**src/rtl/writeback_checker_pkg.sv**
```systemverilog
// Shared types for the write-back trace checker: FSM state encoding and failure codes.
package writeback_checker_pkg;

    typedef enum logic [1:0] {
        ST_IDLE = 2'd0,
        ST_RUN  = 2'd1,
        ST_PASS = 2'd2,
        ST_FAIL = 2'd3
    } state_t;

    typedef enum logic [1:0] {
        FC_NONE     = 2'd0,
        FC_MISMATCH = 2'd1,
        FC_TIMEOUT  = 2'd2,
        FC_LENGTH   = 2'd3
    } fail_code_t;

endpackage

```
**src/rtl/writeback_checker_trace_memory.sv**
```systemverilog
// Expected-trace storage: one synchronous write port, one asynchronous read port, no reset.
module writeback_checker_trace_memory
    import writeback_checker_pkg::*;
#(
    parameter int unsigned DEPTH       = 16,
    parameter int unsigned ENTRY_WIDTH = 69,
    parameter int unsigned INDEX_WIDTH = $clog2(DEPTH)
) (
    input  logic                   clock,
    input  logic                   write_enable,
    input  logic [INDEX_WIDTH-1:0] write_index,
    input  logic [ENTRY_WIDTH-1:0] write_entry,
    input  logic [INDEX_WIDTH-1:0] read_index,
    output logic [ENTRY_WIDTH-1:0] read_entry
);

    logic [ENTRY_WIDTH-1:0] entries [DEPTH];

    always_ff @(posedge clock) begin
        if (write_enable) begin
            entries[write_index] <= write_entry;
        end
    end

    assign read_entry = entries[read_index];

endmodule

```
**config.mk**
```make
export PLATFORM = sky130hd
export DESIGN_NAME = writeback_checker_trace_memory
export DESIGN_NICKNAME = d
export VERILOG_FILES = /design/src/rtl/writeback_checker_pkg.sv /design/src/rtl/writeback_checker_trace_memory.sv
export SDC_FILE = /design/constraint.sdc
export NUM_CORES = 1
export LEC_CHECK = 0
export CAP_MARGIN = 20
export CORE_MARGIN = 2
export CORE_UTILIZATION = 65
export DETAILED_ROUTE_END_ITERATION = 6
export GPL_ROUTABILITY_DRIVEN = 0
export GPL_TIMING_DRIVEN = 0
export PLACE_DENSITY = 0.95
export SLEW_MARGIN = 40
export SYNTH_ARGS = -nofsm -noshare
export SYNTH_HDL_FRONTEND = slang
export SYNTH_SLANG_ARGS = --single-unit
```
**constraint.sdc**
```tcl
create_clock -name clock -period 11.5 [get_ports clock]
set_input_delay 1.15 -clock clock [delete_from_list [all_inputs] [get_ports clock]]
set_output_delay 1.15 -clock clock [all_outputs]
set_load 0.01 [all_outputs]
```
# Yosys cells after proc, flatten, opt, wreduce, memory -nomap -nowiden

Memory sizes are Yosys's and may differ from the RTL's.
Index checks and enable logic that the tools add are counted.

Register bits: 0
Memory bits (writable): 1104
Input bits: 79
Output and inout port bits: 69
Logic and storage cells: 3
Memories kept: 1

Muxes and demuxes: 2

Memories:

| name    | words | width | read ports | clocked after Yosys merged registers in | write ports | line                                 | source |
|---|---|---|---|---|---|---|---|
| entries | 16    | 69    | 1          | 0                                       | 1           | writeback_checker_trace_memory.sv:17 | `logic [ENTRY_WIDTH-1:0] entries [DEPTH];` |

Operators by type and width:

| operator | count |
|---|---|
| $mux 1   | 2 |

# Depth between registers and ports, before layout

Gate-level depths: netlist (run 1).

Depth after elaboration: 2
Mapped depth: 6
Mapped depth without buffers: 3

# Worst setup path after synthesis (run 1)

Ideal clock, no wire load.

Kind: in2reg
Start point: input write_index[2]
End point: memory entries[0][0] (enable)
Library setup time: 0.582 ns
Arrival time: 6.348 ns
Path slack: 4.570 ns
Stages: 2
Buffers on the path: 0
Cell sequence: or3b_2 > nor3_1

RTL lines:

| item            | line                                 | source |
|---|---|---|
| start, declared | writeback_checker_trace_memory.sv:11 | `input logic [INDEX_WIDTH-1:0] write_index,` |
| end, declared   | writeback_checker_trace_memory.sv:17 |  |

Straight into the memory's write port.

# Final worst setup path (run 1)

Start point: input read_index[3]
End point: output read_entry[61]

Longest elaborated chain between the ends: 1

Ends and longest elaborated chain:

| item            | line                                 | source |
|---|---|---|
| start, declared | writeback_checker_trace_memory.sv:13 | `input logic [INDEX_WIDTH-1:0] read_index,` |
| $mem_v2 16x69   | -                                    |  |
| end, declared   | writeback_checker_trace_memory.sv:14 | `output logic [ENTRY_WIDTH-1:0] read_entry` |

Every way passes these cells.

==> results of run 1 <==
-- layout make-up --
cell class | instances | area, µm² | area share
sequential | 1104 | 33200 | 0.677
multi-input combinational | 510 | 7760 | 0.158
timing repair buffer | 257 | 3100 | 0.0633
clock buffer | 117 | 2590 | 0.0529
tap | 846 | 1060 | 0.0216
clock inverter | 66 | 756 | 0.0154
buffer | 93 | 528 | 0.0108
antenna | 7 | 17.5 | 0.000358
-- critical path: stages --
cell	delay, ns
clkdlybuf4s50_1	0.63
nor2b_1	0.21
buf_2	0.30
clkbuf_1	0.57
clkbuf_1	0.69
a22oi_1	0.26
nand2_1	0.15
clkdlybuf4s50_1	0.54
-- final timing paths --
check             cells past startpoint  slack, ns                       to           start
setup / recovery                      8       5.83           read_entry[61]   read_index[3]
hold / removal                        1       1.39  entries[4][2]$_DFFE_PP_  write_entry[2]
-- power by group --
group          switching [mW]  internal, mW
clock network            1.50          1.97
logic                   0.310         0.228
registers              0.0314          4.51
total                    1.85          6.71
-- through the flow --
step / area [µm²] / hold slack [ns] / power (mW) / util
after floorplan: 41300 / 1.25 / 4.86 / -
after global placement: 43800 / 2.01 / 5.07 / 0.696
after detailed placement: 45600 / 2.05 / 5.14 / 0.724
after CTS: 48900 / 1.37 / 8.55 / 0.777
after global routing: 48900 / 1.44 / 8.70 / 0.777
final: 49000 / 1.39 / 8.56 / 0.777
-- cell usage in the layout, fill, tap and decap left out --
| cell type | synthesis | layout |
|---|---|---|
| or3b_2 | 1 | 1 |
| nor2_4 | 0 | 12 |
| and2_1 | 1 | 1 |
| clkdlybuf4s50_1 | 0 | 145 |
| clkbuf_2 | 0 | 9 |
| buf_8 | 0 | 25 |
| buf_4 | 14 | 46 |
| a22oi_1 | 138 | 138 |
| diode_2 | 0 | 7 |
| nand2_1 | 70 | 70 |
| mux4_2 | 276 | 276 |
| clkinv_4 | 0 | 1 |
| clkbuf_1 | 34 | 47 |
| clkbuf_16 | 0 | 101 |
| inv_6 | 0 | 7 |
| nor2b_1 | 2 | 2 |
| nand2b_1 | 2 | 2 |
| nand3b_1 | 2 | 2 |
| bufinv_16 | 0 | 16 |
| buf_1 | 18 | 12 |
| buf_2 | 14 | 34 |
| edfxtp_1 | 1104 | 1104 |
| nor3_2 | 0 | 4 |
| buf_16 | 0 | 33 |
| nand3_1 | 1 | 1 |
| nor2_2 | 0 | 1 |
| buf_6 | 13 | 15 |
| clkinv_1 | 0 | 16 |
| clkinv_2 | 0 | 20 |
| clkinvlp_4 | 0 | 6 |
-- kinds of logic (layout without fill, tap and decap cells) --
logic type,Yosys count,count (layout),share of synthesized area
AOI/OAI and AO/OA,138,138,0.0251
buffers and inverters,93,533,0.0125
DFF,1104,1104,0.802
muxes,276,276,0.150
other,0,7,0
and+or+nand+nor,96,96,0.00948
-- metal layers --
layer  share of wire  global-route usage  vias up
met1            0.31               0.461    11269
met4           0.062               0.188        4
li1                -                   -     8121
met2            0.52               0.627     2294
met3            0.12              0.0738      446
met5         0.00024                   0        -
==> out/summary.txt, run 1 <==
Synth top area cells -> edfxtp_1 80%, mux4_2 15%, a22oi_1 2.5%
Cell count after placement -> 2810
CTS tree -> done
Final cycle utilization of the critical path -> 0.493
Area leader, netlist -> edfxtp_1
Crit path time final -> 5.67 ns
Die width -> 256 µm
Vias in the first global route -> 22589
Max Fclk -> 176 MHz
Clock Path Buffers -> 3
Filler cell count -> 2845
Number of synthesized flops with an enable pin -> 1104
Avg WL per Cell -> 39.6 µm
Total Wirelength -> 119000 µm
Layout net count -> 2145
Via count -> 22134
Crit path arrival time -> 4.52 ns
PortBufs -> 145
Hold-fix buffers at CTS -> 0
Pins Over Slew Limit -> 0
Final std cells w/o fill -> 3000
Area share of the largest cell type after synthesis -> 0.802
Largest regs -> entries (1104)
Antenna-violating nets left -> 0
Least-Margin Pin Slew -> 0.917 ns
Worst setup margin -> 5.83 ns
GRT Total Usage -> 0.370
DRC violations left -> 0
Share of cells above drive strength 1 -> 0.283
Critical path type -> in -> out
Clock-pin transition on the worst setup and hold timing paths -> 0.07 ns
Headroom to the max-slew limit -> 0.389
Top post-synthesis cells by count -> 1104 x edfxtp_1, 276 x mux4_2, 138 x a22oi_1
Die Height -> 256 µm
Synth warnings -> 0
Vias per std cell -> 7.38
Largest net degree at the start of global routing -> 17
Initial Utilization -> 0.656
Hold WC Path Type -> in -> reg
Synthesized area -> 41300 µm²
Final Hold Vio Count -> 0
CTS root buffer -> clkbuf_16
Overflow after GRT -> 0
Area of the core -> 63000 µm²
Status -> finished clean
Fin Setup TNS -> 0 ns
Post-DP HPWL -> 69700 µm
Die ar. -> 65600 µm²
Unrepaired setup endpoints after global routing -> false
Syn avg cell area -> 24.2 µm²
Post-cts sizing count -> 0
Synth async-reset ratio -> 0
Mapped Cells -> 1707
Syn_nets -> 1786
H-tree depth -> 3
Top-count cell post-synth -> edfxtp_1
Primary FF master, synth -> edfxtp_1
Power per Cell Area -> 175 nW/µm²
I/O pin total -> 148
Max reg flops -> 1104
TritonCTS buffer count -> 100
Area grow syn2layout -> 18.5%
Placement Rows -> 92
Initial antenna violation count -> 6
Final setup fails -> 0
Leak -> 15.7 nW
Fraction of the yosys area taken by sequential cells -> 0.802
Synth unique cells -> 17
Max-Cap Viols -> 0
Worst setup SP type -> input pin
Peak supply drop -> 0.000172 V
TritonCTS Sinks -> 1104
DRT Pass-1 Iters -> 6
CP Data Required Time -> 10.35 ns
Critical Path Fanout Max -> 10
First-pass GRT wire length -> 168000 µm
# Post-CTS Setup Buffers -> 0
Critical Path End Type -> output port
#FFs+latches synth -> 1104
Top reg by flops -> entries
Pre-CTS setup slack -> 5.92 ns
Detailed Route Iter0 Violations -> 3814
(Power assumes the default switching activity.)
==> run 2, diff against run 1 <==
--- a/config.mk
+++ b/config.mk
@@ -7,11 +7,11 @@
 export LEC_CHECK = 0
 export CAP_MARGIN = 20
 export CORE_MARGIN = 2
-export CORE_UTILIZATION = 65
+export CORE_UTILIZATION = 61
 export DETAILED_ROUTE_END_ITERATION = 6
 export GPL_ROUTABILITY_DRIVEN = 0
 export GPL_TIMING_DRIVEN = 0
-export PLACE_DENSITY = 0.95
+export PLACE_DENSITY = 0.92
 export SLEW_MARGIN = 40
 export SYNTH_ARGS = -nofsm -noshare
 export SYNTH_HDL_FRONTEND = slang
==> constraint.sdc (replaced) <==
create_clock -name clock -period 5.25 [get_ports clock]
set_input_delay 0.525 -clock clock [delete_from_list [all_inputs] [get_ports clock]]
set_output_delay 0.525 -clock clock [all_outputs]
set_load 0.01 [all_outputs]
==> out/summary.txt, run 2 (synthesis results as in run 1) <==
Max reg flops -> 1104
TritonCTS buffer count -> 101
Critical path type -> in -> out
Headroom to the max-slew limit -> 0.342
Least-Margin Pin Slew -> 0.987 ns
Clock Path Buffers -> 3
Crit path arrival time -> 3.93 ns
Initial antenna violation count -> 10
Hold-fix buffers at CTS -> 0
Max Fclk -> 225 MHz
GRT Total Usage -> 0.331
Crit path time final -> 4.45 ns
Worst setup margin -> 0.800 ns
Status -> finished clean
Final Hold Vio Count -> 0
CP startpoint -> read_index[2]
Detailed Route Iter0 Violations -> 3834
CTS tree -> done
Largest regs -> entries (1104)
CP Data Required Time -> 4.72 ns
Die Height -> 264 µm
Final Cell Area -> 49000 µm²
H-tree depth -> 3
First-pass GRT wire length -> 162000 µm
Total Wirelength -> 114000 µm
Pins Over Slew Limit -> 0
Die width -> 264 µm
Hold Worst Slack -> 0.764 ns
Min-delay src -> write_entry[60]
Cell count after placement -> 2817
Cell at the slowest stage of the critical path -> clkbuf_1
Worst-path cell chain -> clkdlybuf4s50_1 -> and2_1 -> buf_2 -> clkbuf_1 -> clkbuf_1 -> a22oi_1 -> nand2_1 -> clkdlybuf4s50_1
Via count -> 21668
Clock-pin transition on the worst setup and hold timing paths -> 0.06 ns
I/O pin total -> 148
PortBufs -> 145
Final cycle utilization of the critical path -> 0.848
DRT Pass-1 Iters -> 5
DRC violations left -> 0
Initial Utilization -> 0.615
Most frequent cells in the layout -> 1104 x edfxtp_1, 276 x mux4_2, 145 x clkdlybuf4s50_1, 138 x a22oi_1, 102 x clkbuf_16
Area of the core -> 67200 µm²
Avg WL per Cell -> 37.9 µm
Pre-CTS setup slack -> 1.01 ns
Fin Setup TNS -> 0 ns
Post-layout util -> 0.730
Critical Path End Type -> output port
# Post-CTS Setup Buffers -> 0
Area grow syn2layout -> 18.7%
CTS root buffer -> clkbuf_16
Unrepaired setup endpoints after global routing -> false
Largest net degree at the start of global routing -> 18
Most common cell after layout, fill and taps aside -> edfxtp_1
Peak supply drop -> 0.000266 V
Power per Cell Area -> 379 nW/µm²
Post-cts sizing count -> 0
Max-Cap Viols -> 0
Worst setup SP type -> input pin
Leak -> 15.6 nW
Die ar. -> 69800 µm²
Post-DP HPWL -> 65400 µm
Total power -> 18.6 mW
Final std cells w/o fill -> 3016
Overflow after GRT -> 0
Layout net count -> 2127
Final setup fails -> 0
Placement Rows -> 95
TritonCTS Sinks -> 1104
Vias per std cell -> 7.18
Hold WC Path Type -> in -> reg
Placement Cell Area -> 45700 µm²
CP peak stage delay -> 0.70 ns
Share of cells above drive strength 1 -> 0.269
Top reg by flops -> entries
Vias in the first global route -> 22495
Antenna-violating nets left -> 0
Critical Path Fanout Max -> 10
## run 2: cell count changes in the layout (fill, tap and decap cells not counted), sizes merged
| cell | before | now |
|---|---|---|
| inv | 7 | 3 |
| clkbuf | 157 | 162 |
| clkinv | 37 | 46 |
| buf | 165 | 150 |
| clkinvlp | 6 | 2 |
| bufinv | 16 | 11 |
| diode | 7 | 10 |
## run 2: layout make-up
type,count,area [µm²]
antenna,10,25.0
buffer,93,523
clock buffer,126,2640
clock inverter,62,628
fill,3385,18100
multi-input combinational,510,7790
sequential,1104,33200
tap,873,1090
timing repair buffer,238,3180
## run 2: report_power, final
group / switching (mW) / leakage (nW) / internal, mW
Clock: 3.33 / 1.60 / 4.13
Combinational: 0.662 / 4.00 / 0.501
Sequential: 0.0666 / 9.97 / 9.88
## run 2: critical path: cells and delay by family
family          cells  cell delay (ns)
compound gates      1             0.16
buf+inv             5             2.82
simple gates        2             0.40
## run 2: layer usage
layer,routed length [µm],vias up,global-route usage
met3,12600,362,0.0611
met2,59900,2046,0.562
met4,5560,4,0.165
li1,-,8096,-
met1,36300,11160,0.414
met5,32,-,0
## run 2: worst paths after layout
| check | end | slack (ns) | cells after the start |
|---|---|---|---|
| setup / recovery | read_entry[67] | 0.80 | 8 |
| hold / removal | entries[13][60]$_DFFE_PP_ | 0.76 | 1 |
